**src/rtl/cdce62005_init_ctrl.sv**
```systemverilog
// Power-up, configuration and PLL-lock supervision sequencer for the CDCE62005
// clock synthesizer; drives the enable of its SPI configuration block.
module cdce62005_init_ctrl #(
    parameter int POWERUP_CYCLES = 1000000,
    parameter int CFG_TIMEOUT    = 4000000,
    parameter int LOCK_TIMEOUT   = 1000000,
    parameter int LOCK_STABLE    = 10000,
    parameter int GAP_CYCLES     = 16,
    parameter int MAX_RETRY      = 3
) (
    input  logic       clk,
    input  logic       rst_n,
    input  logic       pll_lock,
    input  logic       cfg_finish,
    output logic       cfg_en,
    output logic       clk_ready,
    output logic       fail,
    output logic [3:0] retry_cnt,
    output logic [7:0] lock_loss_cnt,
    output logic [2:0] state
);

    typedef enum logic [2:0] {
        ST_POWERUP   = 3'd0,
        ST_CFG       = 3'd1,
        ST_LOCK_WAIT = 3'd2,
        ST_READY     = 3'd3,
        ST_GAP       = 3'd4,
        ST_FAIL      = 3'd5
    } state_t;

    localparam logic [31:0] POWERUP_LAST = 32'(POWERUP_CYCLES - 1);
    localparam logic [31:0] CFG_LAST     = 32'(CFG_TIMEOUT - 1);
    localparam logic [31:0] LOCK_LAST    = 32'(LOCK_TIMEOUT - 1);
    localparam logic [31:0] STABLE_LAST  = 32'(LOCK_STABLE - 1);
    localparam logic [31:0] GAP_LAST     = 32'(GAP_CYCLES - 1);
    localparam logic [3:0]  RETRY_LIMIT  = 4'(MAX_RETRY);

    state_t      state_r;
    logic [31:0] timer;
    logic [31:0] stable_cnt;
    logic        lock_meta;
    logic        lock_s;
    logic        lock_qualified;
    logic        retry_req;

    assign state = state_r;

    // PLL_LOCK is asynchronous to clk; only lock_s is used beyond this point.
    always_ff @(posedge clk or negedge rst_n) begin
        if (!rst_n) begin
            lock_meta <= 1'b0;
            lock_s    <= 1'b0;
        end else begin
            lock_meta <= pll_lock;
            lock_s    <= lock_meta;
        end
    end

    // Handshake with the config block: cfg_en is a level enable (low = held in
    // reset); cfg_finish is only acted on while in CFG, anywhere else it is ignored.
    assign lock_qualified = lock_s && (stable_cnt == STABLE_LAST);

    always_comb begin
        retry_req = 1'b0;
        case (state_r)
            ST_CFG:       retry_req = !cfg_finish && (timer == CFG_LAST);
            ST_LOCK_WAIT: retry_req = !lock_qualified && (timer == LOCK_LAST);
            ST_READY:     retry_req = !lock_s;
            default:      retry_req = 1'b0;
        endcase
    end

    always_ff @(posedge clk or negedge rst_n) begin
        if (!rst_n) begin
            state_r       <= ST_POWERUP;
            timer         <= '0;
            stable_cnt    <= '0;
            cfg_en        <= 1'b0;
            clk_ready     <= 1'b0;
            fail          <= 1'b0;
            retry_cnt     <= '0;
            lock_loss_cnt <= '0;
        end else begin
            timer <= timer + 32'd1;
            if (retry_req) begin
                // Retry is resolved in a single cycle from CFG, LOCK_WAIT or READY.
                timer     <= '0;
                cfg_en    <= 1'b0;
                clk_ready <= 1'b0;
                if (state_r == ST_READY && lock_loss_cnt != 8'hFF) begin
                    lock_loss_cnt <= lock_loss_cnt + 8'd1;
                end
                if (retry_cnt == RETRY_LIMIT) begin
                    fail    <= 1'b1;
                    state_r <= ST_FAIL;
                end else begin
                    retry_cnt <= retry_cnt + 4'd1;
                    state_r   <= ST_GAP;
                end
            end else begin
                case (state_r)
                    ST_POWERUP: begin
                        if (timer == POWERUP_LAST) begin
                            cfg_en  <= 1'b1;
                            timer   <= '0;
                            state_r <= ST_CFG;
                        end
                    end
                    ST_CFG: begin
                        if (cfg_finish) begin
                            stable_cnt <= '0;
                            timer      <= '0;
                            state_r    <= ST_LOCK_WAIT;
                        end
                    end
                    ST_LOCK_WAIT: begin
                        if (lock_s) begin
                            stable_cnt <= stable_cnt + 32'd1;
                        end else begin
                            stable_cnt <= '0;
                        end
                        if (lock_qualified) begin
                            clk_ready <= 1'b1;
                            timer     <= '0;
                            state_r   <= ST_READY;
                        end
                    end
                    ST_READY: begin
                        cfg_en <= 1'b1;
                    end
                    ST_GAP: begin
                        if (timer == GAP_LAST) begin
                            cfg_en  <= 1'b1;
                            timer   <= '0;
                            state_r <= ST_CFG;
                        end
                    end
                    ST_FAIL: begin
                        cfg_en    <= 1'b0;
                        clk_ready <= 1'b0;
                        fail      <= 1'b1;
                    end
                    default: begin
                        // Unreachable codes park in FAIL with the chip held off.
                        cfg_en    <= 1'b0;
                        clk_ready <= 1'b0;
                        fail      <= 1'b1;
                        timer     <= '0;
                        state_r   <= ST_FAIL;
                    end
                endcase
            end
        end
    end

endmodule

```
**config.mk**
```make
export PLATFORM = sky130hd
export DESIGN_NAME = cdce62005_init_ctrl
export DESIGN_NICKNAME = d
export VERILOG_FILES = /design/src/rtl/cdce62005_init_ctrl.sv
export SDC_FILE = /design/constraint.sdc
export NUM_CORES = 1
export LEC_CHECK = 0
export BUFFER_PORTS_ARGS = -buffer_cell sky130_fd_sc_hd__buf_2
export CAP_MARGIN = 20
export CORE_ASPECT_RATIO = 0.75
export CORE_MARGIN = 5
export CORE_UTILIZATION = 30
export DETAILED_ROUTE_END_ITERATION = 6
export PLACE_DENSITY = 0.48
export SYNTH_ARGS = -nofsm -noshare
export SYNTH_HDL_FRONTEND = slang
export SYNTH_SLANG_ARGS = --single-unit
```
**constraint.sdc**
```tcl
create_clock -name clk -period 6.9 [get_ports clk]
set_clock_uncertainty 0.1 [all_clocks]
set_input_delay 0.345 -clock clk [delete_from_list [all_inputs] [get_ports clk]]
set_output_delay 0.345 -clock clk [all_outputs]
set_load 0.01 [all_outputs]
```
==> metrics.md, run 1 <==
| Metric | Value |
|---|---|
| Status | finished, final reports clean |
| Simple-gate portion of the synthesized area | 27.4% |
| Clock sink count | 84 |
| Largest net degree at the start of global routing | 49 |
| Core Rows | 38 |
| Area of the multi-input gates | 2280 um^2 |
| Crit Path Class | reg -> reg |
| Wire per inst | 15.7 um |
| Worst-path clk slew | 60 ps |
| TritonCTS clock tree | done |
| DRC Markers | 0 |
| Normalized max-slew margin | 26.7% |
| Total Neg Setup Slack | 0 ps |
| Number of global-route vias before repair | 3623 |
| Largest family of logic cells by synthesized area | simple AND/OR/NAND/NOR gates |
| Horiz. Die Dim | 151 um |
| CTS H-Tree Depth | 3 |
| Routed Antenna Nets | 0 |
| Filler cell count | 1508 |
| Worst skew pair latency | 350 ps |
| Delay of the slowest cell on the worst path | 640 ps |
| Setup violators final | 0 |
| Pwr Density | 271 nW/um^2 |
| RSZ-0062 raised after global routing | no |
| Register-to-Register Path Depth | 6 |
| Root buf cell | clkbuf_16 |
| Aggregate routed wire length | 11200 um |
| Cell area after synthesis | 4500 um^2 |
| DRT iter0 DRCs | 388 |
| Layout area overhead | 14.2% |
| Max clock buf depth | 2 |
| Sequential cell area | 2100 um^2 |
| Peak Freq | 0.288 GHz |
| # diodes | 0 |
| Num CTS Buffers | 9 |
| IO buf count | 21 |
| Crit path launch type | flop |
| # resized after CTS | 0 |
| Cell leakage power | 2.11 nW |
| Most frequent cells in the layout | dfrtp_1, nor2_1, o21ai_0, nand2_1, nand3_1 |
| Vias per cell | 5.26 |
| Final Util | 35.2% |
| Fraction of layout cells with a size suffix above 1 | 11.3% |
| Hold Path Class | in -> reg |
| Die Span Y | 116 um |
| Number of synthesis warnings | 0 |
| Global-route wire length before repair | 19100 um |
| Max-slew violation count | 0 |
| DR pass1 iterations | 5 |
| Syn_area_per_cell | 9.26 um^2 |
| Max-cap violation count | 0 |
| Tcrit/Tclk final | 50.4% |
| Worst endpoint required time | 7030 ps |
| Mux contribution to synthesized area | 1.00% |
| Final hold vios | 0 |
| Die area | 17600 um^2 |
| Initial core utilization | 30.8% |
| Synth Register Bits | 84 |
| Cells after synthesis | 486 |
| GRT Total Usage | 13.8% |
| Post-detail-place hpwl | 7590 um |
| Remaining Overflow, GRT | 0 |
| Post-Synthesis Net Count | 494 |
| Worst Path Arrival | 3610 ps |
| Core ar. | 14600 um^2 |
| Min Tclk post-route | 3480 ps |
| GP Congestion | 0.833 |
| Slowest cell on crit path | or3_1 |
| Antenna violations before repair | 0 |
| Total power | 0.00139 W |
| VDD IR max | 0.176 mV |
| Cell variety after synth | 47 |
| Synth Area in Compound Gates | 13.6% |
| Synthesized-area fraction occupied by adder cells | 1.11% |
| Io pins | 22 |
| Hold depth | 3 |
| Vias | 3763 |
| Slew at the pin with the worst max-slew slack | 1100 ps |
| Synth Area in XOR/XNOR | 7.40% |
| Critical path fanouts, max | 22 |
| Total Nets Final | 518 |
| Crit-path cells | or4_1 > or4_4 > nor3_4 > or3_1 > nand2_4 > o41ai_1 |
| Commonest non-fill, non-tap cell in the layout | dfrtp_1 |
| CP endpoint kind | flop |
| Post-synthesis sequential area ratio | 46.7% |
## stage by stage
step	area, um^2	setup WS [ps]	hold slack [ps]	cells
finish	5140	3420	234	715
global route	5140	3230	227	715
CTS	5140	3380	222	715
detailed placement	4830	3420	239	697
global placement	4830	3510	236	697
floorplan	4500	4090	-50.6	486
## routing by layer
| layer | GRT usage [%] | wire [um] |
|---|---|---|
| met1 | 20.6 | 5990 |
| met2 | 19.4 | 4620 |
| met3 | 4.10 | 535 |
| met4 | 3.74 | 89 |
| met5 | 0 | 0 |
## critical path, delay by kind of cell (launching register included)
family           cells  cell delay (ps)
AND/OR/NAND/NOR      5             2350
flip-flops           1              450
AO/OA/AOI/OAI        1              450
## cells in the mapped netlist, drive strengths merged
cell     count  share of area [%]
o21ai       46                5.1
o31ai       15                2.5
mux2         4                1.0
o41ai        4                1.1
xnor2       17                3.3
nand2       35                3.1
nor3b        4               0.67
nand4       18                2.5
nand3b       3               0.50
or2          1               0.14
clkbuf      11               0.92
xor2        21                4.1
nand4b       1               0.19
buf          7                1.2
nand3       34                3.9
a21boi       1               0.17
and2        11                1.5
or3b         1               0.19
and3        11                1.5
dfrtp       84                 47
o2111ai      1               0.33
and4         7                1.4
or3          4               0.56
nor2b        7               0.97
o32ai        3               0.58
nor3         8                1.1
and3b        1               0.19
a221o        1               0.22
ha           4                1.1
a31oi        6               0.83
or4          8                1.4
nor2        58                4.8
nor4        12                1.7
nand2b       2               0.28
a21oi       22                2.5
a311oi       1               0.19
inv          8               0.67
nor4b        4               0.78
## power by group
part | leakage (nW) | switching (W) | internal, W
registers | 1.12 | 0.0000799 | 0.000546
logic | 0.854 | 0.000179 | 0.000104
clock network | 0.133 | 0.000202 | 0.000280
## area by class of cell
type / count / share of cell area (%)
multi-input combinational: 376 / 44.4
sequential: 84 / 40.9
tap: 200 / 4.87
clock buffer: 12 / 4.60
timing repair buffer: 31 / 3.65
clock inverter: 4 / 0.973
inverter: 8 / 0.584
## worst paths after layout
path | startpoint | to | slack, ps
worst max-delay path | stable_cnt[27]$_DFFE_PN0P_ | stable_cnt[30]$_DFFE_PN0P_ | 3420
worst min-delay path | cfg_finish | state[1]$_DFFE_PN0P_ | 230
worst max register to register | stable_cnt[27]$_DFFE_PN0P_ | stable_cnt[30]$_DFFE_PN0P_ | 3420
worst min register to register | lock_meta$_DFF_PN0_ | lock_s$_DFF_PN0_ | 250
max in group asynchronous | rst_n | stable_cnt[23]$_DFFE_PN0P_ | 5270
min in group asynchronous | rst_n | timer[2]$_DFF_PN0_ | 390
## sequential cells by signal, summed over array words and instances (netlist names)
register,count
stable_cnt,32
timer,32
lock_loss_cnt,8
retry_cnt,4
state,3
cfg_en,1
clk_ready,1
fail,1
lock_meta,1
lock_s,1
## cells by family (layout without fill, tap and decap cells)
logic type | after synthesis | count (layout)
muxes | 4 | 4
xor gates and xnor gates | 38 | 38
and+or+nand+nor | 230 | 230
adders and majority gates | 4 | 4
buffers and inverters | 26 | 55
DFF | 84 | 84
AOI/OAI and AO/OA | 100 | 100
## repair_timing
item                      in CTS  in global routing
setup buffers                  0                  0
hold endpoints to repair      37                  0
hold buffers                   2                  0
No activity file was read; power rests on OpenSTA's default activity.
==> inputs of run 2 (changes only) <==
- ABC_AREA: default -> 1
- clock period: 6.9 -> 3.4 ns (I/O delays scaled with it)
==> metrics.md, run 2 <==
| Metric | Value |
|---|---|
| Filler cell count | 1997 |
| # resized after CTS | 0 |
| Async SR Flop Fraction | 100% |
| Vias per cell | 4.67 |
| GP Congestion | 0.868 |
| IO buf count | 21 |
| Global-route wire length before repair | 25800 um |
| Synth Register Bits | 84 |
| RSZ-0062 raised after global routing | no |
| Largest registers | stable_cnt x32, timer x32, lock_loss_cnt x8 |
| Max-slew violation count | 0 |
| Fraction of layout cells with a size suffix above 1 | 7.02% |
| Horiz. Die Dim | 166 um |
| Worst-path clk slew | 60 ps |
| Min Tclk post-route | 2810 ps |
| Total Neg Setup Slack | 0 ps |
| Worst setup margin | 593 ps |
| Post-synth top cells | nand2_1, nor2_1, dfrtp_1 |
| Cell leakage power | 2.67 nW |
| Normalized max-slew margin | 37.0% |
| Syn_area_per_cell | 6.68 um^2 |
| Layout area overhead | 12.8% |
| Number of synthesis warnings | 0 |
| Total Nets Final | 845 |
| Io pins | 22 |
| Post-detail-place hpwl | 11500 um |
| Grt met1 use | 24.8% |
| Cell taking the most area after synthesis | dfrtp_1 |
| Post-synth EDFFs | 0 |
| Worst skew pair latency | 360 ps |
| Clock sink count | 84 |
| Post-Synthesis Net Count | 824 |
| Root buf cell | clkbuf_16 |
| Commonest non-fill, non-tap cell in the layout | nand2_1 |
| Switching power total | 0.00124 W |
| CTS H-Tree Depth | 3 |
| Core ar. | 17800 um^2 |
| Initial core utilization | 30.7% |
| Commonest register cell after synthesis | dfrtp_1 |
| Wire per inst | 14.4 um |
| CP startpoint | stable_cnt[0]$_DFFE_PN0P_ |
| Top-area cell type share of the netlist area | 38.5% |
| Critical path fanouts, max | 32 |
| Aggregate routed wire length | 15600 um |
| Worst slack, placed | 564 ps |
| Reg power frac | 36.3% |
| Clock power frac | 34.5% |
| Comb pwr share | 29.2% |
| Routed Antenna Nets | 0 |
| Critical hold path startpoint | cfg_finish |
| Number of global-route vias before repair | 4774 |
| Top area cells in the synthesized netlist | dfrtp_1, nand2_1, nor2_1, nand3_1, xor2_1 |
| VDD IR max | 0.538 mV |
| Worst Path Arrival | 2950 ps |
| DR pass1 iterations | 4 |
| Most common cell in the synthesized netlist | nand2_1 |
| Largest net degree at the start of global routing | 38 |
| Peak Freq | 0.356 GHz |
| TritonCTS clock tree | done |
| Remaining Overflow, GRT | 0 |
| Hold Path Class | in -> reg |
| Hold depth | 6 |
| Most frequent cells in the layout | nand2_1, nor2_1, dfrtp_1, nand3_1, inv_1 |
| Pwr Density | 523 nW/um^2 |
| Crit Path Class | reg -> reg |
| Worst endpoint required time | 3540 ps |
| Met2 Usage GRT | 19.8% |
| Sw Share | 38.7% |
| GRT busiest layer | met1 |
| GRT Total Usage | 15.2% |
| Die area | 21000 um^2 |
| Max-cap violation count | 0 |
| Tcrit/Tclk final | 82.6% |
| Core Rows | 42 |
| Cell variety after synth | 33 |
| Die Span Y | 127 um |
| DRC Markers | 0 |
| Antenna violations before repair | 0 |
| Slew at the pin with the worst max-slew slack | 942 ps |
| Cell area after synthesis | 5450 um^2 |
| Register-to-Register Path Depth | 10 |
| GR Util met3 | 3.67% |
| # diodes | 0 |
| Max clock buf depth | 2 |
| P_int | 0.00197 W |
| Post-synthesis sequential area ratio | 38.5% |
| Reg2Reg Setup Slack | 590 ps |
| Reg2reg start | stable_cnt[0]$_DFFE_PN0P_ |
| Status | finished, final reports clean |
| DRT iter0 DRCs | 429 |
| Vias | 5060 |
| Setup violators final | 0 |
| Num CTS Buffers | 9 |
| Cells after synthesis | 816 |
| Final hold vios | 0 |
| Crit path launch type | flop |
| CP endpoint kind | flop |
## run 2: cell families after synthesis
logic type	count (synthesis)	share of synthesized area [%]
AND/OR/NAND/NOR	581	44.9
AO/OA/AOI/OAI	16	1.63
flip-flops	84	38.5
adder cells (fa/ha/maj)	4	0.918
XOR/XNOR	48	7.71
buffers and inverters	83	6.31
## run 2: layer usage
metal	vias to the layer above	part of all wire [%]
li1	2598	-
met2	150	37
met5	-	0
met4	0	0.91
met3	14	5.8
met1	2298	57
## run 2: power groups by stage
| stage | sequential [W] | clock [W] | combinational, W |
|---|---|---|---|
| finish | 0.00117 | 0.00111 | 0.000940 |
| global route | 0.00118 | 0.00117 | 0.00108 |
| global placement | 0.00118 | 0 | 0.000960 |
| floorplan | 0.00118 | 0 | 0.000709 |
| CTS | 0.00117 | 0.00114 | 0.000958 |
| detailed placement | 0.00118 | 0 | 0.000953 |
## run 2: area by class of cell
class | instances | area [um^2] | area share [%]
multi-input combinational | 649 | 3010 | 48.9
timing repair buffer | 29 | 173 | 2.81
sequential | 84 | 2100 | 34.2
clock buffer | 10 | 239 | 3.89
inverter | 64 | 240 | 3.91
tap | 242 | 303 | 4.92
clock inverter | 5 | 85.1 | 1.38
## run 2: final timing paths
| kind | endpoint |
|---|---|
| setup / recovery | stable_cnt[26]$_DFFE_PN0P_ |
| hold / removal | state[0]$_DFFE_PN0P_ |
| setup reg to reg | stable_cnt[26]$_DFFE_PN0P_ |
| hold reg to reg | lock_s$_DFF_PN0_ |
| max in group asynchronous | stable_cnt[1]$_DFFE_PN0P_ |
| min in group asynchronous | timer[0]$_DFF_PN0_ |
## run 2: critical path: stages, from the launching register on
cell and delay, ps:
dfrtp_1 460, ha_1 320, nand3_2 160, nor2_1 130, nand2_1 70, nor2_2 130, nand2_1 90, nand3_2 140
nand4_2 740, nand2_1 260, nand2_1 80
## run 2: metrics by stage
stage / util, % / cell area, um^2 / cells / hold slack, ps / total power, W
2_1_floorplan: - / 5450 / 816 / -226 / 0.00189
3_3_place_gp: 32.7 / 5800 / 1066 / 70.0 / 0.00215
3_5_place_dp: 32.7 / 5800 / 1066 / 72.8 / 0.00214
4_1_cts: 34.6 / 6150 / 1083 / 192 / 0.00327
5_1_grt: 34.6 / 6150 / 1083 / 248 / 0.00343
6_report: 34.6 / 6150 / 1083 / 211 / 0.00321
## run 2: what timing repair did
| action | 4_1_cts | 5_1_grt |
|---|---|---|
| buffers inserted | 0 | 0 |
| endpoints found under the hold margin | 36 | 0 |
| setup endpoints to repair | 0 | 0 |
| hold buffers | 2 | 0 |
